## config.mk

```make
export PLATFORM = sky130hd
export DESIGN_NAME = uart_tx_fifo
export DESIGN_NICKNAME = d
export VERILOG_FILES = /design/src/rtl/uart_tx_fifo.sv
export SDC_FILE = /design/constraint.sdc
export NUM_CORES = 1
export LEC_CHECK = 0
export ABC_AREA = 1
export CORE_UTILIZATION = 53
export DETAILED_ROUTE_END_ITERATION = 7
export HOLD_SLACK_MARGIN = 0.03
export PLACE_DENSITY = 0.73
export SLEW_MARGIN = 20
export SYNTH_ARGS = -nofsm -noshare
export SYNTH_HDL_FRONTEND = slang
export SYNTH_SLANG_ARGS = --single-unit
```

## constraint.sdc

```tcl
create_clock -name clock -period 3.1 [get_ports clock]
set_input_delay 0.465 -clock clock [delete_from_list [all_inputs] [get_ports clock]]
set_output_delay 0.465 -clock clock [all_outputs]
set_load 0.01 [all_outputs]
```

## src/rtl/uart_tx_fifo.sv

```systemverilog
// Buffered UART transmitter: valid/ready byte FIFO feeding a configurable serialiser (data/parity/stop/invert).
// Start bit appears two edges after a push into an empty idle FIFO; wrReady drops only when the FIFO is full.
module uart_tx_fifo #(
  parameter int CLKS_PER_BIT = 87,
  parameter int DATA_BITS    = 8,
  parameter int PARITY       = 0,
  parameter int STOP_BITS    = 1,
  parameter int INVERT       = 0,
  parameter int FIFO_DEPTH   = 16
) (
  input  logic                          clock,
  input  logic                          rst_n,
  input  logic [DATA_BITS-1:0]          wrData,
  input  logic                          wrValid,
  output logic                          wrReady,
  input  logic                          clrOverflow,
  output logic                          overflow,
  output logic [$clog2(FIFO_DEPTH):0]   fifoCount,
  output logic                          txOut,
  output logic                          busy,
  output logic                          sendComplete
);

  localparam int AW = $clog2(FIFO_DEPTH);
  localparam int TW = $clog2(CLKS_PER_BIT);
  localparam int BW = $clog2(DATA_BITS);
  localparam logic IDLE_LVL = (INVERT != 0) ? 1'b0 : 1'b1;
  localparam logic INV      = (INVERT != 0);
  localparam logic [AW:0] FULL_CNT = (AW+1)'(FIFO_DEPTH);

  typedef enum logic [2:0] {S_IDLE, S_START, S_DATA, S_PARITY, S_STOP} state_t;

  state_t               state_q, state_d;
  logic [TW-1:0]        timer_q, timer_d;
  logic [BW-1:0]        bit_q, bit_d;
  logic [DATA_BITS-1:0] shift_q, shift_d;
  logic                 par_q, par_d;
  logic                 tx_q, tx_d;
  logic                 busy_q, busy_d;
  logic                 done_q, done_d;
  logic                 ovf_q, ovf_d;
  logic [AW-1:0]        wr_ptr_q, wr_ptr_d, rd_ptr_q, rd_ptr_d;
  logic [AW:0]          count_q, count_d;
  logic [DATA_BITS-1:0] mem_q [FIFO_DEPTH];
  logic [DATA_BITS-1:0] head;
  logic                 push, pop, bit_end, stop_end;

  assign wrReady  = (count_q != FULL_CNT);
  assign push     = wrValid && wrReady;
  assign head     = mem_q[rd_ptr_q];
  assign bit_end  = (timer_q == TW'(CLKS_PER_BIT - 1));
  assign stop_end = (state_q == S_STOP) && bit_end && (bit_q == BW'(STOP_BITS - 1));
  // The end of a frame can pop the next entry directly, giving back-to-back frames.
  assign pop      = (count_q != '0) && ((state_q == S_IDLE) || stop_end);

  always_comb begin
    count_d  = count_q + (AW+1)'(push) - (AW+1)'(pop);
    wr_ptr_d = wr_ptr_q + AW'(push);
    rd_ptr_d = rd_ptr_q + AW'(pop);
    if (wrValid && !wrReady) begin
      ovf_d = 1'b1;
    end else if (clrOverflow) begin
      ovf_d = 1'b0;
    end else begin
      ovf_d = ovf_q;
    end
  end

  // txOut is computed from the current state and lands one edge later, so the
  // line trails the FSM by exactly one cycle for every bit.
  always_comb begin
    state_d = state_q;
    timer_d = timer_q;
    bit_d   = bit_q;
    shift_d = shift_q;
    par_d   = par_q;
    done_d  = 1'b0;
    tx_d    = IDLE_LVL;
    if (state_q != S_IDLE) begin
      timer_d = bit_end ? '0 : timer_q + 1'b1;
    end
    case (state_q)
      S_IDLE: tx_d = IDLE_LVL;
      S_START: begin
        tx_d = ~IDLE_LVL;
        if (bit_end) begin
          state_d = S_DATA;
          bit_d   = '0;
        end
      end
      S_DATA: begin
        tx_d = shift_q[0] ^ INV;
        if (bit_end) begin
          shift_d = shift_q >> 1;
          if (bit_q == BW'(DATA_BITS - 1)) begin
            bit_d   = '0;
            state_d = (PARITY != 0) ? S_PARITY : S_STOP;
          end else begin
            bit_d = bit_q + 1'b1;
          end
        end
      end
      S_PARITY: begin
        tx_d = par_q ^ INV;
        if (bit_end) begin
          state_d = S_STOP;
          bit_d   = '0;
        end
      end
      S_STOP: begin
        tx_d = IDLE_LVL;
        if (stop_end) begin
          done_d  = 1'b1;
          state_d = S_IDLE;
          bit_d   = '0;
        end else if (bit_end) begin
          bit_d = bit_q + 1'b1;
        end
      end
      default: state_d = S_IDLE;
    endcase
    if (pop) begin
      state_d = S_START;
      timer_d = '0;
      bit_d   = '0;
      shift_d = head;
      par_d   = (PARITY == 2) ? ^head : ~^head;
    end
    busy_d = (state_d != S_IDLE) || done_d;
  end

  always_ff @(posedge clock or negedge rst_n) begin
    if (!rst_n) begin
      state_q  <= S_IDLE;
      timer_q  <= '0;
      bit_q    <= '0;
      shift_q  <= '0;
      par_q    <= 1'b0;
      tx_q     <= IDLE_LVL;
      busy_q   <= 1'b0;
      done_q   <= 1'b0;
      ovf_q    <= 1'b0;
      wr_ptr_q <= '0;
      rd_ptr_q <= '0;
      count_q  <= '0;
    end else begin
      state_q  <= state_d;
      timer_q  <= timer_d;
      bit_q    <= bit_d;
      shift_q  <= shift_d;
      par_q    <= par_d;
      tx_q     <= tx_d;
      busy_q   <= busy_d;
      done_q   <= done_d;
      ovf_q    <= ovf_d;
      wr_ptr_q <= wr_ptr_d;
      rd_ptr_q <= rd_ptr_d;
      count_q  <= count_d;
    end
  end

  always_ff @(posedge clock) begin
    if (push) begin
      mem_q[wr_ptr_q] <= wrData;
    end
  end

  assign overflow     = ovf_q;
  assign fifoCount    = count_q;
  assign txOut        = tx_q;
  assign busy         = busy_q;
  assign sendComplete = done_q;

endmodule

```

### After elaboration in Yosys (flattened, before gate mapping)

Memory sizes are Yosys's and may differ from the RTL's.
Cells that the tools add are included.

| word-level totals | value |
|---|---|
| flip-flop bits (word level) | 39 |
| memory bits (writable) | 128 |
| input bits | 12 |
| word-level logic and storage cells | 78 |
| memories kept | 1 |

Memory list:

| memory | words | bits a word | read ports | clocked after memory_dff | wr ports | RTL line | text |
|---|---|---|---|---|---|---|---|
| mem_q | 16 | 8 | 1 | 0 | 1 | 44 | `logic [DATA_BITS-1:0] mem_q [FIFO_DEPTH];` |

| operators by class | value |
|---|---|
| add/subtract/negate cells | 6 |
| equality and inequality tests | 10 |
| muxes and demuxes | 27 |
| reductions and logical operators | 22 |

Operator list:

| cell | count |
|---|---|
| $mux W3 | 12 |
| $mux W8 | 3 |
| $mux W7 | 3 |
| $pmux W3 S5 | 1 |
| $pmux W3 S3 | 1 |
| $add A4 B1 Y4 | 2 |
| $reduce_bool A2 Y1 | 4 |
| $reduce_xnor A8 Y1 | 1 |
| $add A7 B1 Y7 const B | 1 |
| $eq A7 B7 Y1 const B | 1 |
| $eq A3 B2 Y1 const B | 2 |
| $eq A3 B3 Y1 const B | 2 |
| $logic_not A3 Y1 | 2 |
| $mux W1 | 6 |
| $reduce_bool A3 Y1 | 2 |
| $add A5 B1 Y5 | 1 |
| $logic_and A1 B1 Y1 | 5 |
| $ne A5 B5 Y1 const B | 1 |
| $reduce_bool A5 Y1 | 1 |
| $sub A5 B1 Y5 | 1 |
| $ne A4 B4 Y1 const B | 1 |
| $reduce_and A4 Y1 | 1 |
| $reduce_bool A4 Y1 | 1 |
| $add A3 B1 Y3 const B | 1 |
| other kinds (8) | 9 |

### Logic depth before layout (Yosys ltp)

| logic depth | value |
|---|---|
| word-level depth | 8 |
| mapped depth | 19 |
| mapped depth without buffers | 17 |

### Least setup slack after synthesis

Ideal clock, no wire load.

| timing path | value |
|---|---|
| kind | register to register |
| start | reg timer_q[0] |
| end | reg count_q[4], in the netlist fifoCount[4] |
| library setup time | 0.079 ns |
| arrival time | 2.630 ns |
| required time | 3.021 ns |
| path slack | 0.391 ns |
| stages on the path, launching flop included | 17 |
| buffers on the path | 0 |
| period minus slack after synthesis | 2.709 ns |
| cell sequence | dfrtp_1 > inv_1 > ha_1 > nand2_1 > nor3_1 > nand3_1 > nor4_2 > o21ai_2 > inv_1 > ha_1 > inv_1 > ha_1 > fa_1 > a21oi_1 > nor2_1 > nor2_1 > xor2_1 |

| on the way | value |
|---|---|
| longest elaborated chain between the ends | 6 |

RTL lines:

| item | RTL line | text |
|---|---|---|
| start: declaration | 34 | `logic [TW-1:0] timer_q, timer_d;` |
| start signal: assignment | 148 | `timer_q <= timer_d;` |
| $eq A7 B7 Y1 | 51 | `assign bit_end = (timer_q == TW'(CLKS_PER_BIT - 1));` |
| $logic_and A1 B1 Y1 (2 in series) | 52 | `assign stop_end = (state_q == S_STOP) && bit_end && (bit_q == BW'(STOP_BITS - 1));` |
| $logic_or A1 B1 Y1 | 54 | `assign pop = (count_q != '0) && ((state_q == S_IDLE) \|\| stop_end);` |
| $logic_and A1 B1 Y1 | 54 |  |
| $sub A5 B1 Y5 | 57 | `count_d = count_q + (AW+1)'(push) - (AW+1)'(pop);` |
| net count_d[4] | 43 | `logic [AW:0] count_q, count_d;` |
| end signal: assignment | 158 | `count_q <= count_d;` |
| end: declaration | 43 |  |

The timed path passes the listed nets, and every way through them passes these cells.
A chain may end at the register's enable or synchronous reset.

### Worst setup path after layout

Same ends and word-level chain as after synthesis.

==> flow_metrics.tcl <==
set metrics [dict create \
    outcome "finished, final reports clean" \
    synth_top_cells_by_area "sky130_fd_sc_hd__edfxtp_1, sky130_fd_sc_hd__dfrtp_1, sky130_fd_sc_hd__nand2_1" \
    synth_largest_type_area_fraction 0.507 \
    cts_hold_repair.buffers 0 \
    gr-usage-met1 0.281 \
    worst-path-max-fanout 4 \
    n_antenna_cell 0 \
    cellPowerDensity_nw_per_um2 639 \
    clk_root_buffer_cell "sky130_fd_sc_hd__clkbuf_16" \
    final_area_um2 8570 \
    rows 43 \
    fp.dieW_um 122 \
    synthToLayoutAreaGrowth_pct 13.0 \
    route.final.wire_length_um 15000 \
    start_util 0.544 \
    cell_type_of_the_slowest_stage_on_the_worst_timing_path "sky130_fd_sc_hd__fa_1" \
    worst_hold_path_type "primary input to async pin" \
    cts.clk_slew.worst_paths_ps 70 \
    first_pass_iters 5 \
    post-cts-setup-buffers 0 \
    leakagePower_uw 0.00364 \
    drive_gt1_frac 0.112 \
    insertion_delay_ps 420 \
    grt_pass1_vias 5008 \
    period_share 0.874 \
    peak_supply_drop_mv 0.544 \
    ranking_of_synthesized_cells_by_instance_count "sky130_fd_sc_hd__nand2_1, sky130_fd_sc_hd__edfxtp_1, sky130_fd_sc_hd__nor2_1" \
    finalHoldViolations 0 \
    synth.yosys.seq_area_share 0.636 \
    grt_start_max_net_pins 41 \
    tritoncts "done" \
    die_y_um 122 \
    place.detailed.instances 946 \
    max_freq_mhz 369 \
    synth_area_leader_cell "sky130_fd_sc_hd__edfxtp_1" \
    layout.area.seq_um2 4820 \
    finalMaxSlewViolations 0 \
    n_fill_cell 1086 \
    gr-total-overflow 0 \
    cts_sinks 167 \
    drt-initial-drc-count 395 \
    final_cell_count_no_fill 976 \
    cp_data_required_time_ps 3440 \
    route.vias.total 5072 \
    ant_nets 0 \
    report.final.setup_viol 0 \
    place_congestion 0.856 \
    grt_pass1_wl_um 24500 \
    floorplan.die_area_um2 14800 \
    timing.critical_path.arrival_ps 3050 \
    grtUsageMet3 0.0459 \
    slew_headroom 0.407 \
    global_route.usage.met2 0.384 \
    ys_dominant_reg_cell "sky130_fd_sc_hd__edfxtp_1" \
    dpl_cell_area_um2 8020 \
    count_of_state_elements_after_synthesis 167 \
    clock_skew_ps 12.2 \
    route.detailed.vias_per_inst 5.20 \
    syn_area_um2 7580 \
    htree_num_levels 4 \
    yosys_warnings 0 \
    asyncSetResetFlopFracSynth 0.234 \
    buffer_ports.inserted 21 \
    worst_slew_pin_slew_ps 889 \
    number_of_clock_buffers_inserted_by_tritoncts 17 \
    max-clock-path-buffers 2 \
    syn-num-nets 773 \
    grt-busiest-layer "met2" \
    synth_enable_flop_cells 128 \
    post_synth_inst_count 745 \
    grt_setup_unrepaired "false" \
    critPathLaunchType "register" \
    grt_util_all_layers 0.225 \
    path_cells "inv_1, ha_1, nand2_1, nor3_1, nand3_1, nor4_2, o21ai_2, inv_1, ha_1, inv_1, ha_1, fa_1, a21oi_1, nor2_1, nor2_1, xor2_1" \
    critical_path_class "register to register" \
    ys_types 38 \
    wl_per_cell_um 15.4 \
    multi_input_logic_area_um2 2310 \
    finalCoreUtilization 0.615 \
    max_capacitance_violation_count 0 \
    core_box_area_um2 13900 \
    layout.nets 813 \
    grt_antenna_before_repair 0 \
    post_cts_resized 0 \
    ioPinCount 22 \
    holdWs_ps 176 \
    critical_path.endpoint_type "register" \
    totalNegativeSetupSlack_ps 0 \
    critical-path-max-stage-delay_ps 400 \
    route.detailed.drc 0 \
    syn-mean-instance-area_um2 10.2 \
    period_minus_slack_ps 2710 \
    hpwlAfterDp_um 9720 \
    synth.most_common_cell "sky130_fd_sc_hd__nand2_1" \
]
-- cell type report --
cell class	instances	area share
Sequential cell	167	0.563
Inverter	76	0.0339
Tap cell	180	0.0263
Multi-Input combinational cell	481	0.269
Clock inverter	13	0.0140
Clock buffer	17	0.0497
Timing Repair Buffer	42	0.0438
-- through the flow --
| stage | worst slack, ps | total power, uW |
|---|---|---|
| finish | 392 | 5470 |
| global placement | 495 | 3510 |
| detailed placement | 390 | 3550 |
| floorplan | 391 | 3230 |
| global route | 178 | 5680 |
| CTS | 363 | 5500 |
-- flip-flops by register name, indices dropped and copies added, names as in the netlist --
name / cells
mem_q: 128
shift_q: 8
timer_q: 7
fifoCount: 5
rd_ptr_q: 4
wr_ptr_q: 4
bit_q: 3
state_q: 3
busy: 1
overflow: 1
par_q: 1
sendComplete: 1
txOut: 1
-- worst max-delay path: cells and delay by family, from the launching register on --
kind            cells  cell delay, ps
fa+ha+maj           4             880
simple gates        6             700
flops               1             380
compound gates      2             260
buf+inv             3             240
xor+xnor            1             160
-- final timing paths --
path	from	to	slack, ps	cells after the start
worst min register to register	par_q	par_q	500	2
worst min-delay path	rst_n	state_q[0]	180	1
max in group asynchronous	rst_n	rd_ptr_q[0]	2320	1
min in group clock	par_q	par_q	500	2
worst max-delay path	timer_q[0]	fifoCount[4]	390	16
worst max register to register	timer_q[0]	fifoCount[4]	390	16
-- power breakdown --
part | total, uW | switching, uW | internal (uW)
clock | 1970 | 862 | 1110
sequential | 2760 | 102 | 2660
combinational | 738 | 456 | 281
total | 5470 | 1420 | 4050
-- kinds of logic (layout without fill, tap and decap cells) --
| group | count (synthesis) | in the layout | synth area share |
|---|---|---|---|
| XOR/XNOR | 10 | 10 | 0.0116 |
| flip-flops | 167 | 167 | 0.636 |
| AND/OR/NAND/NOR | 393 | 393 | 0.221 |
| AO/OA/AOI/OAI | 62 | 62 | 0.0442 |
| buffers and inverters | 97 | 148 | 0.0593 |
| adder cells (fa/ha/maj) | 16 | 16 | 0.0274 |
-- layout by cell type, fill, tap and decap left out, types with 2 or more instances in the layout --
master / instances
sky130_fd_sc_hd__nand2_1: 221
sky130_fd_sc_hd__edfxtp_1: 128
sky130_fd_sc_hd__nor2_1: 90
sky130_fd_sc_hd__inv_1: 68
sky130_fd_sc_hd__nand3_1: 44
sky130_fd_sc_hd__dfrtp_1: 37
sky130_fd_sc_hd__o21ai_0: 36
sky130_fd_sc_hd__clkdlybuf4s50_1: 20
sky130_fd_sc_hd__buf_4: 20
sky130_fd_sc_hd__a21oi_1: 18
sky130_fd_sc_hd__clkbuf_16: 17
sky130_fd_sc_hd__ha_1: 15
sky130_fd_sc_hd__nand2_2: 14
sky130_fd_sc_hd__xor2_1: 8
sky130_fd_sc_hd__nor3_1: 6
sky130_fd_sc_hd__inv_2: 6
sky130_fd_sc_hd__nand3_2: 5
sky130_fd_sc_hd__inv_6: 5
sky130_fd_sc_hd__nor4_1: 3
sky130_fd_sc_hd__o211ai_1: 3
sky130_fd_sc_hd__clkinv_2: 3
sky130_fd_sc_hd__clkinv_1: 2
sky130_fd_sc_hd__clkinv_4: 2
sky130_fd_sc_hd__a21oi_2: 2
sky130_fd_sc_hd__nor3b_1: 2
sky130_fd_sc_hd__nand2_4: 2
sky130_fd_sc_hd__xnor2_1: 2
-- layer usage --
metal | share of wire | wire, um
met1 | 0.43 | 6450
met2 | 0.51 | 7690
met3 | 0.041 | 614
met4 | 0.019 | 291
met5 | 0 | 0
No activity file was read; power rests on OpenSTA's default activity.
